File: src/rtl/debug_pkg.sv
`default_nettype none
// ============================================================================
//  Module      : debug_pkg
//  Description : Shared types and constants for the debug unit: the clock
//                period meter state encoding and the default counter width
//                used by both the meter and the debug clock generator.
//  Revision    : 1.0 - initial release
// ============================================================================
package debug_pkg;

  // Default width of cycle counters across the debug unit.
  localparam int DBG_COUNTER_BITS = 32;

  // Period meter control states.
  typedef enum logic [1:0] {
    IDLE    = 2'd0,
    ARM     = 2'd1,
    MEASURE = 2'd2
  } meter_state_t;

endpackage : debug_pkg
`default_nettype wire

File: src/rtl/sync_edge_detect.sv
`default_nettype none
// ============================================================================
//  Module      : sync_edge_detect
//  Description : Multi-flop synchronizer for an asynchronous level, followed
//                by one delay register so single-cycle rise/fall strobes can
//                be derived in the clk domain.
//  Revision    : 1.0 - initial release
// ============================================================================
module sync_edge_detect #(
  parameter int SYNC_STAGES = 2
) (
  input  logic clk,
  input  logic reset,
  input  logic din,
  output logic level,
  output logic rise,
  output logic fall
);

  // A single flop cannot resolve metastability; refuse to elaborate.
  if (SYNC_STAGES < 2) begin : g_stage_check
    $error("sync_edge_detect: SYNC_STAGES must be at least 2");
  end

  logic [SYNC_STAGES-1:0] sync_q;
  logic                   s_d;

  // Shift the async input through the synchronizer and keep one delayed copy
  always_ff @(posedge clk) begin
    if (reset) begin
      sync_q <= '0;
      s_d    <= 1'b0;
    end else begin
      sync_q <= {sync_q[SYNC_STAGES-2:0], din};
      s_d    <= sync_q[SYNC_STAGES-1];
    end
  end

  // The last synchronizer stage is the clean level; edges compare it with
  // its one-cycle-old copy.
  assign level = sync_q[SYNC_STAGES-1];
  assign rise  = level & ~s_d;
  assign fall  = ~level & s_d;

endmodule : sync_edge_detect
`default_nettype wire

File: src/rtl/clk_period_meter.sv
`default_nettype none
// ============================================================================
//  Module      : clk_period_meter
//  Description : Measures the period and high time of an asynchronous debug
//                clock in system clk cycles, with a programmable timeout that
//                flags a stalled or absent clock.
//  Revision    : 1.0 - initial release
// ============================================================================
module clk_period_meter
  import debug_pkg::*;
#(
  parameter int COUNTER_BITS = DBG_COUNTER_BITS,
  parameter int SYNC_STAGES  = 2
) (
  input  logic                    clk,
  input  logic                    reset,
  input  logic                    enable,
  input  logic                    clk_in,
  input  logic [COUNTER_BITS-1:0] timeout,
  output logic [COUNTER_BITS-1:0] period_o,
  output logic [COUNTER_BITS-1:0] high_o,
  output logic                    valid_o,
  output logic                    timeout_o,
  output logic                    busy_o
);

  localparam logic [COUNTER_BITS-1:0] CNT_ONE = {{(COUNTER_BITS-1){1'b0}}, 1'b1};

  meter_state_t            state;
  logic [COUNTER_BITS-1:0] cnt;
  logic [COUNTER_BITS-1:0] high_cnt;
  logic [COUNTER_BITS-1:0] cnt_inc;
  logic                    timeout_hit;
  logic                    sync_level;
  logic                    rise;
  logic                    fall;
  logic                    unused_level;

  sync_edge_detect #(
    .SYNC_STAGES (SYNC_STAGES)
  ) u_sync (
    .clk   (clk),
    .reset (reset),
    .din   (clk_in),
    .level (sync_level),
    .rise  (rise),
    .fall  (fall)
  );

  // Only the edge strobes drive the measurement; the level is not needed.
  assign unused_level = sync_level;

  // Saturating increment: a stalled input must never wrap to a small,
  // plausible-looking period.
  assign cnt_inc = (&cnt) ? cnt : cnt + CNT_ONE;

  // The timeout compare uses the live timeout value; a rise in the same
  // cycle always takes precedence so an exact-length period still reports.
  assign timeout_hit = (timeout != '0) && (cnt == timeout) && !rise;

  // Measurement FSM with registered result and pulse outputs
  always_ff @(posedge clk) begin
    if (reset) begin
      state     <= IDLE;
      cnt       <= '0;
      high_cnt  <= '0;
      period_o  <= '0;
      high_o    <= '0;
      valid_o   <= 1'b0;
      timeout_o <= 1'b0;
      busy_o    <= 1'b0;
    end else begin
      valid_o   <= 1'b0;
      timeout_o <= 1'b0;
      busy_o    <= (state != IDLE);

      if (!enable) begin
        // Dropping enable abandons the partial count; results are kept.
        state <= IDLE;
        cnt   <= '0;
      end else begin
        case (state)
          IDLE: begin
            cnt   <= '0;
            state <= ARM;
          end

          ARM: begin
            // The first rise only establishes a phase reference.
            if (rise) begin
              cnt   <= CNT_ONE;
              state <= MEASURE;
            end else if (timeout_hit) begin
              timeout_o <= 1'b1;
              cnt       <= '0;
            end else begin
              cnt <= cnt_inc;
            end
          end

          MEASURE: begin
            if (fall) begin
              high_cnt <= cnt;
            end
            if (rise) begin
              // Close this period and immediately start the next one.
              period_o <= cnt;
              high_o   <= high_cnt;
              valid_o  <= 1'b1;
              cnt      <= CNT_ONE;
            end else if (timeout_hit) begin
              timeout_o <= 1'b1;
              cnt       <= '0;
              state     <= ARM;
            end else begin
              cnt <= cnt_inc;
            end
          end

          default: begin
            state <= IDLE;
            cnt   <= '0;
          end
        endcase
      end
    end
  end

endmodule : clk_period_meter
`default_nettype wire

File: config.mk
export PLATFORM = sky130hd
export DESIGN_NAME = clk_period_meter
export DESIGN_NICKNAME = d
export VERILOG_FILES = /design/src/rtl/debug_pkg.sv /design/src/rtl/sync_edge_detect.sv /design/src/rtl/clk_period_meter.sv
export SDC_FILE = /design/constraint.sdc
export NUM_CORES = 1
export LEC_CHECK = 0
export CORE_UTILIZATION = 35
export CTS_CLUSTER_SIZE = 28
export DETAILED_ROUTE_END_ITERATION = 8
export GPL_TIMING_DRIVEN = 0
export PLACE_DENSITY = 0.54
export REMOVE_ABC_BUFFERS = 1
export SYNTH_ARGS = -nofsm -noshare
export SYNTH_HDL_FRONTEND = slang
export SYNTH_SLANG_ARGS = --single-unit
File: constraint.sdc
create_clock -name clk -period 4.93 [get_ports clk]
set_input_delay 0.493 -clock clk [delete_from_list [all_inputs] [get_ports clk]]
set_output_delay 0.493 -clock clk [all_outputs]
set_load 0.03 [all_outputs]
Word-level counts from Yosys, hierarchy flattened

Index checks and enable logic that the tools add are counted.

$add $sub $neg: 1
$mul: 0
Divide/modulo/power cells: 0
Magnitude comparators: 0
Equality and inequality tests: 7
Shift-type cells: 0
Mux-type cells: 9
Bitwise operators: 7
Reductions and logical operators: 16

Operators with widths:

| cell                                                             | count |
|---|---|
| 32-bit by 1-bit adder with 32-bit output (second input constant) | 1 |
| 32-bit == test                                                   | 1 |
| 32-bit AND reduction                                             | 1 |
| 32-bit nonzero test                                              | 1 |
| 3-bit AND reduction                                              | 3 |
| 2-bit two-way mux                                                | 3 |
| 2-bit != test (second input constant)                            | 3 |
| 2-bit case mux with 3 select lines                               | 1 |
| 3-bit OR reduction                                               | 2 |
| 1-bit two-way mux                                                | 5 |
| 1-bit inverter                                                   | 5 |
| 5-bit OR reduction                                               | 1 |
| 2-bit OR reduction                                               | 2 |
| 4-bit OR reduction                                               | 1 |
| 3-bit != test (second input constant)                            | 1 |
| 1-bit bitwise AND                                                | 2 |
| 2-bit by 1-bit == test with 1-bit output (second input constant) | 1 |
| 2-bit == test (second input constant)                            | 1 |
| 1-bit logical AND                                                | 2 |
| 2-bit logical NOT                                                | 1 |
| 2-bit nonzero test                                               | 1 |
| 1-bit logical NOT                                                | 1 |

Flip-flop bits (word level): 136
Bits in latches: 0
RAM bits: 0
Memory bits (read-only): 0
Input port bits: 36
Output and inout bits: 67
Logic and storage cells: 51
Memories: 0

Longest topological paths before layout

Gate-level depths: netlist of run 1.

Depth after elaboration: 7
Gate-level depth with buffers: 9

Cells and area by module

A second synthesis of run 1 with hierarchy kept.

Cells, all modules: 726
Area total of the unflattened synthesis: 5779.3 sq um

By module, submodules not included:

| module           | instances | cells an instance | area each (sq um) | sequential area each (sq um) |
|---|---|---|---|---|
| clk_period_meter | 1         | 718               | 5688.0            | 2662.6 |
| sync_edge_detect | 1         | 8                 | 91.3              | 60.1 |

Least setup slack after synthesis of run 1

OpenSTA, ideal clock, no wires.

Path kind: register to register
Start: register cnt[0]
End: register cnt[28]
Arrival time: 2.128 ns
Data required time: 4.850 ns
Path slack: 2.722 ns
Stages on the path, launching flop included: 8
Path buffers: 1
Cell sequence: dfxtp_1 -> ha_1 -> and4_1 -> nand4_4 -> or3_1 -> buf_2 -> or4_4 -> a211oi_2

Word-level cells in the longest chain between the ends: 4
Elaborated cells on any way between the ends: 6
Classes of those cells: add/sub (1); eq/ne (1); reduce/logical (4)

RTL lines:

| element                                                                                          | line                    | source |
|---|---|---|
| from (decl)                                                                                      | clk_period_meter.sv:30  | `logic [COUNTER_BITS-1:0] cnt;` |
| from (signal assigned)                                                                           | clk_period_meter.sv:97  | `cnt <= cnt_inc;` |
| from (signal assigned)                                                                           | clk_period_meter.sv:116 | `cnt <= cnt_inc;` |
| parallel branches: the longest is 4 deep, another holds 32-bit by 1-bit adder with 32-bit output | -                       |  |

Several ways; the timed one is not identified.
A chain may end at the register's enable or synchronous reset.

Final worst setup path of run 1

Start: input port timeout[17]
End: register cnt[15]

Word-level cells in the longest chain between the ends: 4
Elaborated cells on any way between the ends: 5
Classes of those cells: eq/ne (1); reduce/logical (4)

RTL lines:

| element                                                      | line                   | source |
|---|---|---|
| from (decl)                                                  | clk_period_meter.sv:19 | `input logic [COUNTER_BITS-1:0] timeout,` |
| 32-bit == test / 32-bit nonzero test (equally long branches) | clk_period_meter.sv:59 | `assign timeout_hit = (timeout != '0) && (cnt == timeout) && !rise;` |
| 1-bit logical AND (*) (2 in series)                          | clk_period_meter.sv:59 |  |
| 5-bit OR reduction (no source line) (*)                      | -                      |  |

Mark *: on every way between the ends. The rest lies on a longest branch, timed or not.

==> metrics.txt, run 1 <==
number of flops mapped to enable cells by yosys 0; Vias/cell 5.09; Routed WL around 15000 microns; combinational power share 3.2%; mean post-synth cell area 8.06 sq um; die area 17000 sq um; worst setup margin 2.13 ns; Clock transition at path regs 0.05 ns; Vias roughly 5200; Row Count 46; reg2reg setup slack roughly 2.3 ns; # setup viols final 0; #FFs+latches synth between 100 and 150; Startpoint Class input port; initial DRC count 228; largest net degree at the start of global routing between 50 and 60; RePlAce Congestion 0.861; vias in the first global route 4957; die height 130 microns; CTS Buffer Depth 2; Fmax achieved about 360 MHz; count of cell types in the netlist 41; drt pass-1 iters 4; initial antenna violation count 0; Slew Viols, Final 0; Post-synth top flop dfxtp_1; gr usage total 19.3%; Fin Clk Skew 0.00704 ns; area of the mapped netlist 5780 sq um; Synth area leaders dfxtp_1 47%, nand2_1 13%, a21oi_1 8.5%, xor2_1 4.9%, a211oi_1 3.4%; hold slack 0.434 ns; sw frac 20.1%; status completed; wire per inst 15.2 microns; Worst-Margin Slew 0.898 ns; Hold-fix buffers, CTS 0; post-DP HPWL 11400 microns; WS Path Type input port to register; Mapped Cells 717; post-synthesis async set-or-reset flop share 0%; multi-input logic area approximately 2800 sq um; post-synthesis sequential area ratio 47.1%; worst slack at placement 1.70 ns; CTS tree done; Initial Util 36.1%; met3 Use GR 3.75%; internal power roughly 2000 uW; antenna-violating nets left 0; Critical Path Fanout Max 13; P_sw approximately 510 uW; Max-slew headroom 39.7%; CTS H-tree depth 4; Max Cap Viol 0; CTS resizes 0; Peak VDD IR 0.237 mV; Synth Warn # 0; Commonest cells post-synth 204 x nand2_1, 136 x dfxtp_1, 98 x a21oi_1; Nets 827; io pins 103; PD cells 331 nW/um^2; total core area 16000 sq um; first-pass GRT wire length approximately 25000 microns; sequential share of power 43.8%; layout cell share with drive strength beyond 1 6.88%; PortBufs between 100 and 150; area leader, netlist dfxtp_1; Final Hold Fails 0; Clk pwr share 53.0%; most common cell in the netlist nand2_1; setup TNS 0 ns; die width 130 microns; Clock Latency Late Sink 0.42 ns; CP arrival 3.06 ns; Hold Crit Class register to register; # diodes 0; DRC 0; setup repair bufs after CTS 0; total gr overflow 0; Lkg Pwr 0.00243 uW; CTS Buf Count 17; Critical Path End Type register; GR peak layer met2; met2 Usage GRT 32.8%; layout overhead on the synthesized area 31.6%; Final period util 56.8%; RSZ-0062 raised after global routing false; root buffer cell clkbuf_16; Worst Path Required between 5 and 6 ns; Sink Count roughly 140; top-area cell type share of the netlist area 47.1%; total design power between 2000 and 3000 uW; minimum clock period 2.80 ns; met1 Use GR 24.2%; Reg area 2720 sq um; fill count 1639
-- logic make-up (layout without fill, tap and decap cells) --
| family | Yosys count | count (layout) | synth area share [%] |
|---|---|---|---|
| AO/OA/AOI/OAI | 156 | 156 | 15.6 |
| XOR/XNOR | 36 | 36 | 5.46 |
| adder cells (fa/ha/maj) | 4 | 4 | 0.866 |
| buffers and inverters | 65 | 148 | 4.76 |
| flip-flops | 136 | 136 | 47.1 |
| multiplexers | 2 | 2 | 0.347 |
| AND/OR/NAND/NOR | 318 | 318 | 25.8 |
-- sequential cells by signal (all words and copies together) (netlist names) --
name           cells
busy_o             1
valid_o            1
cnt               32
high_cnt          32
state              2
period_o          32
u_sync.s_d         1
u_sync.sync_q      2
high_o            32
timeout_o          1
-- final cells by class --
type,instances,area share [%]
clock inverters,7,1.48
inverters,5,0.247
well taps,216,3.55
repair buffers,111,15.2
multi-input cells,516,37.0
clock buffers,25,6.78
flip-flops and latches,136,35.8
-- per-stage QoR --
stage | utilization (%) | area, sq um | instances
after global routing | 47.5 | 7600 | 1016
after detailed placement | 43.6 | 6970 | 984
final | 47.5 | 7600 | 1016
after CTS | 47.5 | 7600 | 1016
after global placement | 42.6 | 6810 | 975
after floorplan | - | 5520 | 657
-- final timing paths --
kind | startpoint | endpoint | cells past startpoint
worst max-delay path | timeout[17] | cnt[15]$_SDFFE_PP0N_ | 8
worst min-delay path | u_sync.sync_q[0]$_SDFF_PP0_ | u_sync.sync_q[1]$_SDFF_PP0_ | 1
worst max register to register | cnt[25]$_SDFFE_PP0N_ | cnt[1]$_SDFFE_PP0N_ | 6
worst min register to register | u_sync.sync_q[0]$_SDFF_PP0_ | u_sync.sync_q[1]$_SDFF_PP0_ | 1
-- routing by layer --
layer	part of all wire [%]	vias up	wire (microns)
met5	0	-	0
met4	1.9	0	294
met3	3.7	20	568
met2	48	99	7420
met1	46	2429	7180
li1	-	2628	-
-- critical path: stages --
cell and delay [ns]:
clkdlybuf4s50_1 0.48, xor2_1 0.18, nor4_1 0.36, nand4_1 0.27
nor3_2 0.78, buf_6 0.26, buf_6 0.17, a211oi_1 0.06
-- power by group through the flow --
stage	Combinational, uW	Clock (uW)	Sequential [uW]
after floorplan	19.0	0	1130
after global placement	79.7	0	1130
after detailed placement	81.8	0	1130
after CTS	82.2	1360	1100
after global routing	86.9	1410	1100
final	81.4	1340	1100
-- placed cells by master (no fill, tap or decap), types with 2 or more instances in the layout --
cell type | synthesis | routed
bufinv_16 | 0 | 3
o21ai_0 | 13 | 13
inv_1 | 5 | 5
clkdlybuf4s50_1 | 0 | 101
or3_1 | 9 | 9
clkbuf_16 | 0 | 17
clkbuf_8 | 0 | 6
or3_2 | 3 | 3
xor2_1 | 32 | 32
a211oi_1 | 26 | 26
o31ai_1 | 14 | 14
nand2_1 | 204 | 204
and3_1 | 5 | 5
buf_6 | 0 | 4
nor2b_1 | 5 | 5
mux2i_1 | 2 | 2
a21oi_1 | 98 | 98
nor3_2 | 0 | 2
nand4_1 | 12 | 12
xnor2_1 | 4 | 4
and2_1 | 2 | 2
nor3_1 | 10 | 8
and4_1 | 6 | 6
clkbuf_1 | 40 | 2
or4_1 | 12 | 12
nor2_1 | 7 | 6
nand3_1 | 17 | 15
nor4_1 | 18 | 18
dfxtp_1 | 136 | 136
nand3_2 | 0 | 2
ha_1 | 4 | 4
buf_8 | 0 | 2
buf_12 | 0 | 3
clkinv_2 | 0 | 3
Power figures use the tool's default switching activity.
==> run 2, diff against run 1 <==
Clock period 4.93 ns to 2.7 ns, I/O delays scaled along.
==> run 2 against run 1 <==
Compared with the run above:
- worst setup slack lost 1.9 ns
- largest cell class unchanged
- total power grew 82%
- wire length shrank 0.30%
- non-clock buffer count is the same
- clock power grew 82%
- clock skew shrank 0.0016 ns
- critical path type is now register to register
- via count is essentially flat
- register-to-register slack lost 2.1 ns
- critical path depth shrank 2
- combinational power grew 83%
- core utilization grew 0.15 points
- count of clock-buffer cells in the layout is the same
==> metrics.txt, run 2 (synthesis gave the netlist of run 1 again) <==
CTS tree done; Hold-fix buffers, CTS 0 (unchanged); Initial Util 36.1% (unchanged); post-DP HPWL 11400 microns (unchanged); vias in the first global route 4957 (unchanged); Max-slew headroom 44.2% (+4.5 points); Lkg Pwr 0.00245 uW (+0.92%); antenna-violating nets left 0 (unchanged); Fmax achieved 399 MHz; Final Hold Fails 0 (unchanged); critical path's largest stage delay 0.50 ns (-0.28 ns); filler-free cell count of the finished design 1016 (unchanged); initial DRC count 202 (-11%); Critical Path End Type register; Startpoint Class register; Hold Crit Class input port to register; Worst Path Required 3.02 ns (-2.17 ns); RSZ-0062 raised after global routing false; Worst-Margin Slew 0.833 ns (-0.0652 ns); Final period util just over 90%; Row Count 46 (unchanged); total gr overflow 0 (unchanged); die area 17000 sq um (unchanged); PortBufs 102 (unchanged); status completed; commonest non-fill, non-tap cell in the layout nand2_1; Peak VDD IR 0.433 mV (+82%); initial antenna violation count 0 (unchanged); io pins 103 (unchanged); setup repair bufs after CTS 0 (unchanged); RePlAce Congestion 0.861 (unchanged); gr usage total 19.3% (unchanged); Clock Latency Late Sink 0.42 ns (about the same); Vias 5179 (+0.058%); CTS Buffer Depth 2 (unchanged); CP arrival 2.83 ns (-0.23 ns); Critical Path Fanout Max 8 (-5); worst setup margin 0.192 ns (-1.94 ns); root buffer cell clkbuf_16; Max Cap Viol 0 (unchanged); Clock transition at path regs 0.06 ns (about the same); dpl cells 984 (unchanged); Routed WL 15400 microns (-0.30%); WS Path Type register to register; worst slack at placement -0.310 ns (-2.01 ns); CP Cell Sequence ha_1 -> and4_1 -> nand4_4 -> or3_4 -> or4_4 -> a211oi_2; largest net degree at the start of global routing 59 (unchanged); die width 130 microns (unchanged); Nets 827 (unchanged); CTS Buf Count 17 (unchanged); DRC 0 (unchanged); Final Util 47.7% (+0.15 points); Slew Viols, Final 0 (unchanged); PD cells 603 nW/um^2 (+82%); drt pass-1 iters 4 (unchanged); first-pass GRT wire length 25200 microns (unchanged); Fin Clk Skew 0.00544 ns (-0.00160 ns); Vias/cell 5.10 (about the same); Sink Count 136 (unchanged); Worst path slowest cell or4_4; fill count 1638 (-0.061%); wire per inst 15.2 microns (-0.30%); layout overhead on the synthesized area 32.1%; layout cell share with drive strength beyond 1 7.25% (+0.37 points); most frequent cells in the layout 204 x nand2_1, 136 x dfxtp_1, 101 x clkdlybuf4s50_1; # diodes 0 (unchanged); CTS H-tree depth 4 (unchanged); minimum clock period ~2.5 ns; total core area 16000 sq um (unchanged); # setup viols final 0 (unchanged); die height 130 microns (unchanged)
[run 2: changes by cell type in the layout (fill, tap and decap cells not counted)]
cell / delta
nor3_1: -1
and4_2: +1
or3_4: +1
nor3_2: -1
and4_1: -1
or3_1: -1
nor3_4: +2
[run 2: power by group]
part           switching, uW  internal (uW)  leakage [uW]
Sequential              3.47           2010       0.00110
Clock                    840           1600      0.000309
Combinational           80.6           68.1       0.00104
[run 2: cell type report]
class	count	area (sq um)	area share, %
clock buffers	25	515	6.76
clock inverters	7	113	1.48
well taps	216	270	3.54
inverters	5	18.8	0.246
flip-flops and latches	136	2720	35.7
repair buffers	111	1150	15.1
multi-input cells	516	2840	37.2
[run 2: critical path: cells and delay by family, from the launching register on]
family	cells	cell delay, ns
flops	1	0.49
compound gates	1	0.22
simple gates	4	1.41
fa+ha+maj	1	0.30
[run 2: per-stage QoR]
step	TNS, ns	hold WS, ns	power (uW)	instance area, sq um
6_report	0	0.297	4600	7630
2_1_floorplan	-32.91	0.337	2090	5520
3_5_place_dp	-5.71	0.424	2210	6970
4_1_cts	0	0.291	4650	7600
5_1_grt	0	0.320	4740	7630
3_3_place_gp	-247.78	0.418	2200	6810
[run 2: worst paths after layout]
path	from	endpoint	slack, ns	depth (start not counted)
max	cnt[0]$_SDFFE_PP0P_	cnt[28]$_SDFFE_PP0N_	0.19	6
min	reset	high_cnt[2]$_SDFFE_PP0P_	0.30	2
max reg2reg	cnt[0]$_SDFFE_PP0P_	cnt[28]$_SDFFE_PP0N_	0.19	6
min reg2reg	u_sync.sync_q[0]$_SDFF_PP0_	u_sync.sync_q[1]$_SDFF_PP0_	0.43	1
[run 2: per-layer routing]
| metal | vias up | GRT usage, % | wire (microns) | share of wire [%] |
|---|---|---|---|---|
| met5 | - | 0 | 0 | 0 |
| met2 | 94 | 32.8 | 7430 | 48 |
| li1 | 2627 | - | - | - |
| met4 | 0 | 7.64 | 294 | 1.9 |
| met3 | 20 | 3.75 | 532 | 3.5 |
| met1 | 2438 | 24.2 | 7150 | 46 |
[run 2: repair_timing]
| item | CTS | global route |
|---|---|---|
| setup endpoints to repair | 0 | 26 |
| gates resized for setup | 0 | 5 |
| hold endpoints to repair | 0 | 0 |
==> run 3, diff against run 2 <==
Settings changed: CAP_MARGIN from default to 20, CORE_MARGIN from default to 2.
==> run 3 against run 2 <==
Compared with the run above:
- sequential power about the same
- register-to-register slack improved by 0.02 ns
- sequential share of layout area about the same
- combinational power about the same
- via count increased by 0.41%
- non-clock buffer count increased by 3
- critical path type unchanged
==> metrics.txt, run 3 (synthesis gave the netlist of run 1 again) <==
commonest non-fill, non-tap cell in the layout nand2_1; vias in the first global route 4808 (-3.0%); Fin Clk Skew 0.0189 ns (+0.0135 ns); DRC 0 (unchanged); Sink Count 136 (unchanged); layout overhead on the synthesized area 32.1% (about the same); PD cells 591 nW/um^2 (-1.9%); drt pass-1 iters 4 (unchanged); status completed; Hold Crit Depth 2 (unchanged); reg2reg path depth 6 (unchanged); reg-to-reg startpoint cnt[1]$_SDFFE_PP0N_; root buffer cell clkbuf_16; minimum clock period 2.48 ns (-0.0248 ns); Clock Latency Late Sink 0.42 ns (about the same); reg2reg setup slack 0.22 ns (+0.02 ns); most frequent cells in the layout 204 x nand2_1, 135 x dfxtp_1, 101 x clkdlybuf4s50_1; Worst-Margin Slew 0.806 ns (-0.0269 ns); post-DP HPWL 11400 microns (-0.35%); filler-free cell count of the finished design 1018 (+0.20%); RR Endpoint cnt[28]$_SDFFE_PP0N_; die area 17500 sq um (+3.1%); Startpoint Class register; # setup viols final 0 (unchanged); Lkg Pwr 0.00245 uW (about the same); fill count 1600 (-2.3%); Final period util 92.0% (-0.92 points); hold slack 0.295 ns (-0.00178 ns); wire per inst 15.4 microns (+1.3%); Max-slew headroom 46.0% (+1.8 points); die height 132 microns (+1.5%); WS Path Type register to register; Row Count 46 (unchanged); Hold Crit Class input port to register; Nets 830 (+0.36%); worst hold start reset; dpl cells 985 (+0.10%); worst slack at placement -0.196 ns (+0.114 ns); Worst Path Required 3.03 ns (about the same); io pins 103 (unchanged); Max Cap Viol 0 (unchanged); antenna-violating nets left 0 (unchanged); Final Hold Fails 0 (unchanged); CTS Buffer Depth 2 (unchanged); Critical Path Fanout Max 8 (unchanged); Fmax achieved 403 MHz (+1.0%); CTS tree done; Hold-fix buffers, CTS 0 (unchanged); Routed WL 15700 microns (+1.5%); Slew Viols, Final 0 (unchanged); Worst Hold Path EP u_sync.sync_q[0]$_SDFF_PP0_; CTS Buf Count 17 (unchanged); CP arrival 2.82 ns (about the same); RePlAce Congestion 0.913 (+6.1%); Initial Util 36.1% (unchanged); PortBufs 102 (unchanged); die width 132 microns (+1.5%); total gr overflow 0 (unchanged); total core area 16000 sq um (unchanged); initial DRC count 226 (+12%); gr usage total 17.8% (-1.5 points); Vias 5200 (+0.41%); worst setup margin 0.217 ns (+0.0248 ns); Vias/cell 5.11 (+0.21%); layout cell share with drive strength beyond 1 7.23% (-0.018 points); Peak VDD IR 0.415 mV (-4.1%); first-pass GRT wire length 25000 microns (-0.99%); largest net degree at the start of global routing 56 (-5.1%); # diodes 0 (unchanged); CTS H-tree depth 4 (unchanged); Critical Path End Type register; initial antenna violation count 0 (unchanged); Clock transition at path regs 0.06 ns (about the same)
[run 3: cell count changes in the layout (fill, tap and decap cells not counted)]
| cell | change |
|---|---|
| buf_8 | -1 |
| clkbuf_1 | +1 |
| dfxtp_1 | -1 |
| clkinvlp_4 | +1 |
| buf_6 | +1 |
| dfxtp_2 | +1 |
| nand3_2 | -1 |
| buf_16 | +1 |
| nand3_1 | +1 |
| and4_2 | -1 |
| clkbuf_8 | -3 |
| buf_4 | +2 |
| and4_1 | +1 |
[run 3: worst max path at each step]
| stage | end | cells after the start | startpoint | slack, ns |
|---|---|---|---|---|
| after floorplan | cnt[0]$_SDFFE_PP0P_ | 5 | cnt[19]$_SDFFE_PP0N_ | -0.48 |
| after global placement | cnt[2]$_SDFFE_PP0N_ | 4 | reset | -2.58 |
| after detailed placement | cnt[6]$_SDFFE_PP0N_ | 8 | timeout[31] | -0.20 |
| after CTS | cnt[19]$_SDFFE_PP0N_ | 7 | cnt[0]$_SDFFE_PP0P_ | 0.06 |
| after global routing | cnt[19]$_SDFFE_PP0N_ | 6 | cnt[25]$_SDFFE_PP0N_ | -0.02 |
| final | cnt[28]$_SDFFE_PP0N_ | 6 | cnt[1]$_SDFFE_PP0N_ | 0.22 |
[run 3: through the flow]
step	cell area (sq um)	TNS (ns)	utilization [%]	power, uW
after floorplan	5520	-32.91	-	2090
after global placement	6810	-245.23	42.6	2200
final	7630	0	47.7	4510
after global routing	7630	-0.0381	47.7	4670
after detailed placement	7000	-2.67	43.7	2210
after CTS	7590	0	47.5	4570
[run 3: final cells by class]
type | count | area [sq um] | share of cell area [%]
clock buffer | 23 | 478 | 6.26
clock inverter | 8 | 120 | 1.57
tap | 216 | 270 | 3.54
timing repair buffer | 114 | 1190 | 15.6
sequential | 136 | 2720 | 35.7
multi-input combinational | 516 | 2830 | 37.1
inverter | 5 | 18.8 | 0.246
[run 3: repair_timing]
action                                  in CTS  in global routing
endpoints found under the setup margin       0                 23
setup buffers                                0                  2
gates resized for setup                      0                  5
[run 3: routing by layer]
metal  global-route usage, %  wire length (microns)  share of wire [%]
met1                    23.8                   7330                 47
met5                       0                      0                  0
met3                    4.60                    744                4.8
met2                    27.5                   7340                 47
met4                    7.11                    244                1.6
[run 3: worst max-delay path, stage by stage, from the launching register on]
cell      delay (ns)
dfxtp_1         0.48
ha_1            0.30
and4_1          0.26
nand4_4         0.20
or3_4           0.44
or4_4           0.50
a211oi_2        0.21
[run 3: power breakdown]
group	internal, uW	switching (uW)	total (uW)
Combinational	70.2	79.0	149
Sequential	2010	3.95	2020
Clock	1510	834	2350
